===== src/rtl/rs_encoder.sv =====
// Systematic RS(7,5) encoder over GF(8) (x^3+x+1), valid/ready in, codeword out.
// Define RS_ENC_ERR_INJECT_EN to add the err_mask codeword-corruption port.
module rs_encoder #(
    parameter int N            = 7,
    parameter int K            = 5,
    parameter int SYMBOL_WIDTH = 3
) (
    input  logic                      clk,
    input  logic                      reset,
    input  logic                      in_valid,
    output logic                      in_ready,
    input  logic [SYMBOL_WIDTH-1:0]   in_symbol,
    output logic                      out_valid,
    input  logic                      out_ready,
`ifdef RS_ENC_ERR_INJECT_EN
    input  logic [N*SYMBOL_WIDTH-1:0] err_mask,
`endif
    output logic [N*SYMBOL_WIDTH-1:0] codeword
);

    localparam int W     = SYMBOL_WIDTH;
    localparam int CWW   = N * W;
    localparam int MW    = K * W;
    localparam int CNT_W = 3;

    localparam logic [W-1:0] G1 = W'(3'b011);
    localparam logic [W-1:0] G0 = W'(3'b110);
    localparam logic [CNT_W-1:0] LAST = CNT_W'(K - 1);

    typedef enum logic {
        LOAD = 1'b0,
        HOLD = 1'b1
    } state_t;

    // Symbol bit 2 is the alpha^0 coefficient, so operands are bit-reversed
    // into polynomial order, multiplied, reduced and reversed back.
    function automatic logic [W-1:0] gf_mul(input logic [W-1:0] a,
                                            input logic [W-1:0] b);
        logic [2:0] pa;
        logic [2:0] pb;
        logic [4:0] prod;
        pa   = {a[0], a[1], a[2]};
        pb   = {b[0], b[1], b[2]};
        prod = '0;
        for (int i = 0; i < 3; i++) begin
            if (pb[i]) prod = prod ^ ({2'b00, pa} << i);
        end
        if (prod[4]) prod = prod ^ 5'b10110;
        if (prod[3]) prod = prod ^ 5'b01011;
        return {prod[0], prod[1], prod[2]};
    endfunction

    state_t           state_q, state_d;
    logic [CNT_W-1:0] cnt_q, cnt_d;
    logic [W-1:0]     r1_q, r1_d;
    logic [W-1:0]     r0_q, r0_d;
    logic [MW-1:0]    msg_q, msg_d;
    logic [CWW-1:0]   cw_q, cw_d;
    logic             ovalid_q, ovalid_d;
    logic             iready_q, iready_d;

    logic             accept;
    logic [W-1:0]     fb;
    logic [W-1:0]     r1_nx;
    logic [W-1:0]     r0_nx;
    logic [CWW-1:0]   mask;

`ifdef RS_ENC_ERR_INJECT_EN
    assign mask = err_mask;
`else
    assign mask = '0;
`endif

    assign accept = in_valid && iready_q;
    assign fb     = in_symbol ^ r1_q;
    assign r1_nx  = r0_q ^ gf_mul(G1, fb);
    assign r0_nx  = gf_mul(G0, fb);

    always_comb begin
        state_d  = state_q;
        cnt_d    = cnt_q;
        r1_d     = r1_q;
        r0_d     = r0_q;
        msg_d    = msg_q;
        cw_d     = cw_q;
        ovalid_d = ovalid_q;
        iready_d = iready_q;
        unique case (state_q)
            LOAD: begin
                if (accept) begin
                    msg_d = {msg_q[MW-W-1:0], in_symbol};
                    r1_d  = r1_nx;
                    r0_d  = r0_nx;
                    if (cnt_q == LAST) begin
                        state_d  = HOLD;
                        cw_d     = {msg_q[MW-W-1:0], in_symbol,
                                    r1_nx, r0_nx} ^ mask;
                        ovalid_d = 1'b1;
                        iready_d = 1'b0;
                    end else begin
                        cnt_d = cnt_q + 1'b1;
                    end
                end
            end
            HOLD: begin
                if (out_ready) begin
                    state_d  = LOAD;
                    cnt_d    = '0;
                    r1_d     = '0;
                    r0_d     = '0;
                    ovalid_d = 1'b0;
                    iready_d = 1'b1;
                end
            end
        endcase
    end

    always_ff @(posedge clk or posedge reset) begin
        if (reset) begin
            state_q  <= LOAD;
            cnt_q    <= '0;
            r1_q     <= '0;
            r0_q     <= '0;
            msg_q    <= '0;
            cw_q     <= '0;
            ovalid_q <= 1'b0;
            iready_q <= 1'b1;
        end else begin
            state_q  <= state_d;
            cnt_q    <= cnt_d;
            r1_q     <= r1_d;
            r0_q     <= r0_d;
            msg_q    <= msg_d;
            cw_q     <= cw_d;
            ovalid_q <= ovalid_d;
            iready_q <= iready_d;
        end
    end

    assign codeword  = cw_q;
    assign out_valid = ovalid_q;
    assign in_ready  = iready_q;

endmodule


===== config.mk =====
export PLATFORM = sky130hd
export DESIGN_NAME = rs_encoder
export DESIGN_NICKNAME = d
export VERILOG_FILES = /design/src/rtl/rs_encoder.sv
export SDC_FILE = /design/constraint.sdc
export NUM_CORES = 1
export LEC_CHECK = 0
export BUFFER_PORTS_ARGS = -buffer_cell sky130_fd_sc_hd__buf_2
export CAP_MARGIN = 20
export CORE_ASPECT_RATIO = 0.9
export CORE_MARGIN = 3
export CORE_UTILIZATION = 55
export CTS_CLUSTER_DIAMETER = 150
export CTS_CLUSTER_SIZE = 40
export DETAILED_ROUTE_END_ITERATION = 6
export GPL_ROUTABILITY_DRIVEN = 1
export MAX_ROUTING_LAYER = met4
export PLACE_DENSITY = 0.78
export SLEW_MARGIN = 15
export SYNTH_ARGS = -nofsm -noshare
export SYNTH_HDL_FRONTEND = slang
export SYNTH_SLANG_ARGS = --single-unit

===== constraint.sdc =====
create_clock -name clk -period 2 [get_ports clk]
set_input_delay 0.2 -clock clk [delete_from_list [all_inputs] [get_ports clk]]
set_output_delay 0.2 -clock clk [all_outputs]
set_load 0.01 [all_outputs]

==> metrics.txt <==
# TYPE chip_impl_metric gauge
chip_impl_info{name="run_status",value="complete, no violations"} 1
chip_impl_info{name="timing.critical_path.to_type",value="flip-flop"} 1
chip_impl_metric{name="n_antenna_cell",unit=""} 0
chip_impl_metric{name="critical_path.max_fanout",unit=""} 4
chip_impl_metric{name="final-max-slew-violation-count",unit=""} 0
chip_impl_metric{name="netSwitchingFraction",unit="%"} 38.00
chip_impl_metric{name="overflow",unit=""} 0
chip_impl_metric{name="synth-edff-count",unit=""} 0
chip_impl_metric{name="ys_types",unit=""} 20
chip_impl_metric{name="final-setup-viol-count",unit=""} 0
chip_impl_metric{name="syn_to_final_growth",unit="%"} 16.69
chip_impl_metric{name="sequential_cell_area",unit="µm²"} 1127
chip_impl_metric{name="core_area",unit="µm²"} 3138
chip_impl_metric{name="synth.top_cell.area_share",unit="%"} 59.46
chip_impl_metric{name="drt_first_pass_iters",unit=""} 4
chip_impl_metric{name="portion_of_total_power_attributed_to_combinational_logic",unit="%"} 36.9
chip_impl_metric{name="cpPeakStageDelay",unit="ns"} 0.49
chip_impl_metric{name="clk_pin_slew_worst_paths",unit="ns"} 0.09
chip_impl_info{name="timing.critical_path.slowest_stage_cell",value="xnor3_1"} 1
chip_impl_metric{name="grt_max_degree",unit=""} 46
chip_impl_metric{name="timing.final.hold_violations",unit=""} 0
chip_impl_metric{name="finalCriticalPeriod",unit="ns"} 1.576
chip_impl_metric{name="timing.critical_path.required",unit="ns"} 2.19
chip_impl_metric{name="number_of_placed_i_o_pins",unit=""} 30
chip_impl_info{name="synthFlopType",value="dfrtp_1"} 1
chip_impl_metric{name="std_cell_rows",unit=""} 19
chip_impl_metric{name="netlist_area_pre_place",unit="µm²"} 1852
chip_impl_metric{name="fmaxAchievable",unit="MHz"} 634.5
chip_impl_metric{name="vias_per_cell",unit=""} 5.015
chip_impl_metric{name="wirelength",unit="µm"} 3375
chip_impl_metric{name="timing.critical_path.arrival",unit="ns"} 1.77
chip_impl_metric{name="yosys_register_bits",unit=""} 45
chip_impl_metric{name="ant_nets",unit=""} 0
chip_impl_metric{name="first_pass_grt_wire_length",unit="µm"} 5561
chip_impl_metric{name="clk_latency",unit="ns"} 0.30
chip_impl_metric{name="final.setup.tns",unit="ns"} 0
chip_impl_info{name="yosysMostFrequentCell",value="nand2_1"} 1
chip_impl_metric{name="power.static_leakage",unit="nW"} 1.198
chip_impl_metric{name="postSynthAreaPerCell",unit="µm²"} 9.400
chip_impl_metric{name="multi_input_gate_area",unit="µm²"} 676.9
chip_impl_metric{name="number_of_cts_inserted_buffers",unit=""} 5
chip_impl_info{name="rsz_0062_raised_after_global_routing",value="false"} 1
chip_impl_metric{name="nets",unit=""} 239
chip_impl_metric{name="met3_length",unit="µm"} 215
chip_impl_metric{name="tightestPinTransition",unit="ns"} 0.5518
chip_impl_metric{name="antenna_found_initial",unit=""} 0
chip_impl_metric{name="count_of_port_buffers_added_during_placement",unit=""} 29
chip_impl_metric{name="hpwl",unit="µm"} 2398
chip_impl_metric{name="filler_cells",unit=""} 239
chip_impl_info{name="synthTopCellsByArea",value="dfrtp_1, nand2_1, o21ai_0"} 1
chip_impl_info{name="highest_signal_layer_in_the_routed_design",value="met4"} 1
chip_impl_metric{name="relative_contribution_of_the_clock_network_to_total_power",unit="%"} 17.2
chip_impl_metric{name="asyncSetResetFlopFracSynth",unit="%"} 100.0
chip_impl_metric{name="worst_case_clock_skew",unit="ns"} 0.01178
chip_impl_metric{name="p_int",unit="mW"} 2.065
chip_impl_metric{name="p_total",unit="mW"} 3.331
chip_impl_metric{name="post_synth_inst_count",unit=""} 197
chip_impl_metric{name="drtIter0Drc",unit=""} 75
chip_impl_metric{name="gp_routability_congestion",unit=""} 0.7723
chip_impl_metric{name="p_per_area",unit="nW/µm²"} 1542
chip_impl_info{name="yosys-top-cells-count",value="nand2_1, dfrtp_1, o21ai_0, nand3_1, clkbuf_1"} 1
chip_impl_metric{name="num_vias",unit=""} 1369
chip_impl_metric{name="m1WireLength",unit="µm"} 1604
chip_impl_metric{name="number_of_global_route_vias_before_repair",unit=""} 1225
chip_impl_metric{name="die-area",unit="µm²"} 4100
chip_impl_metric{name="final_layout_size_suffix_gt1_share",unit="%"} 19.91
chip_impl_metric{name="layout_worst_path_cycle_share",unit="%"} 78.80
chip_impl_metric{name="synthesis.nets",unit=""} 206
chip_impl_info{name="critPathLaunchType",value="flip-flop"} 1
chip_impl_metric{name="synth-seq-area-share",unit="%"} 60.88
chip_impl_metric{name="cts_max_path_buffers",unit=""} 2
chip_impl_metric{name="starting_density_of_the_core",unit="%"} 59.01
chip_impl_metric{name="die-width",unit="µm"} 67.17
chip_impl_metric{name="cap_violations",unit=""} 0
chip_impl_metric{name="cts_setup_buffers",unit=""} 0
chip_impl_metric{name="p_sw",unit="mW"} 1.266
chip_impl_metric{name="routed_length_per_placed_instance",unit="µm"} 12.36
chip_impl_metric{name="power.share.sequential",unit="%"} 45.9
chip_impl_info{name="synth_largest_area_cell",value="dfrtp_1"} 1
chip_impl_metric{name="htreeDepth",unit=""} 2
chip_impl_info{name="hold_path_class",value="primary input to asynchronous set/reset pin"} 1
chip_impl_metric{name="cts_num_sinks",unit=""} 45
chip_impl_info{name="cp_common_cell",value="xor2_1"} 1
chip_impl_info{name="clock_tree_from_tritoncts",value="built"} 1
chip_impl_metric{name="power.ir.vdd_worst",unit="mV"} 0.8404
chip_impl_metric{name="drc",unit=""} 0
chip_impl_info{name="cts_root_buffer",value="clkbuf_8"} 1
chip_impl_metric{name="y_dimension_of_the_die",unit="µm"} 61.05
chip_impl_metric{name="yosys_warnings",unit=""} 0
chip_impl_metric{name="track_usage",unit="%"} 19.35
chip_impl_metric{name="wl_met2",unit="µm"} 1516
chip_impl_metric{name="ctsResizeCount",unit=""} 0
chip_impl_info{name="setup.worst_path.class",value="flip-flop to flip-flop"} 1
chip_impl_metric{name="max_slew_margin",unit="%"} 63.22
chip_impl_metric{name="hold_buffers",unit=""} 0
chip_impl_info{name="timing.critical_path.cells",value="xor2_1, xnor3_1, xor2_1, o21ai_2"} 1
-- worst paths after layout --
kind                                   start            to  slack [ns]  depth (start not counted)
worst max-delay path                 r1_q[1]       r1_q[0]        0.42                          4
worst min-delay path                   reset      msg_q[6]        0.02                          3
worst max register to register       r1_q[1]       r1_q[0]        0.42                          4
worst min register to register  codeword[20]  codeword[20]        0.47                          2
max in group asynchronous              reset      in_ready        1.60                          3
min in group clk                   out_ready       state_q        0.11                          2
-- worst max-delay path, delay by kind of cell, from the launching register on --
kind,cells,cell delay [ns]
AOI/OAI and AO/OA,1,0.07
xor gates and xnor gates,3,0.98
DFF,1,0.42
-- metrics by stage --
step	hold WS, ns	utilization (%)	setup slack (ns)	cell area, µm²	instances
after global routing	0.06322	68.86	0.2984	2161	273
final	0.01818	68.86	0.4240	2161	273
after global placement	0.3614	65.87	0.4898	2067	265
after floorplan	0.2806	-	0.4118	1852	197
after detailed placement	0.3619	65.87	0.4083	2067	265
after CTS	0.03326	68.86	0.3901	2161	273
-- power groups by stage --
| stage | Sequential (mW) | Clock [mW] | Combinational [mW] |
|---|---|---|---|
| 3_5_place_dp | 1.54 | 0 | 1.26 |
| 2_1_floorplan | 1.59 | 0 | 0.787 |
| 5_1_grt | 1.58 | 0.637 | 1.40 |
| 4_1_cts | 1.53 | 0.596 | 1.26 |
| 3_3_place_gp | 1.53 | 0 | 1.21 |
| 6_report | 1.53 | 0.574 | 1.23 |
-- cells by family (layout without fill, tap and decap cells) --
kind of cell             after synthesis  after routing  share of synthesized area [%]
AO/OA/AOI/OAI                         16             16                          4.730
buffers and inverters                 12             46                          2.567
AND/OR/NAND/NOR                      110            110                          23.58
adder cells (fa/ha/maj)                2              2                          1.351
multiplexers                           1              1                         0.5406
XOR/XNOR                              11             11                          6.351
flip-flops                            45             45                          60.88
-- layout by cell type, fill, tap and decap left out --
cell	Yosys	layout
a21oi_1	2	2
and3b_1	1	1
buf_12	0	1
buf_2	2	29
buf_4	0	4
clkbuf_8	0	5
clkinv_1	0	1
clkinvlp_4	0	1
dfrtp_1	44	44
dfstp_2	1	1
ha_1	2	2
inv_1	4	3
inv_6	0	2
mux2i_1	1	1
nand2_1	95	95
nand3_1	9	9
nand3b_1	2	2
nor2_1	3	3
o21ai_0	10	10
o21ai_1	2	2
o21ai_2	2	2
xnor2_1	4	4
xnor2_2	1	1
xnor3_1	1	1
xor2_1	5	5
-- registers in the layout (all words and copies together) (netlist names) --
signal / count
out_valid: 1
msg_q: 12
cnt_q: 3
in_ready: 1
state_q: 1
r1_q: 3
codeword: 21
r0_q: 3
-- routing by layer --
metal,vias up,track usage (%)
met4,0,6.069
met2,44,28.57
met5,-,-
met1,629,25.63
met3,5,6.204
li1,691,-
-- area by class of cell --
cell class	instances	share of cell area, %
multi-input cells	140	31.33
inverters	4	0.6948
repair buffers	34	9.033
well taps	42	2.432
clock inverters	3	1.158
clock buffers	5	3.185
flip-flops and latches	45	52.17
No activity file was read; power rests on OpenSTA's default activity.
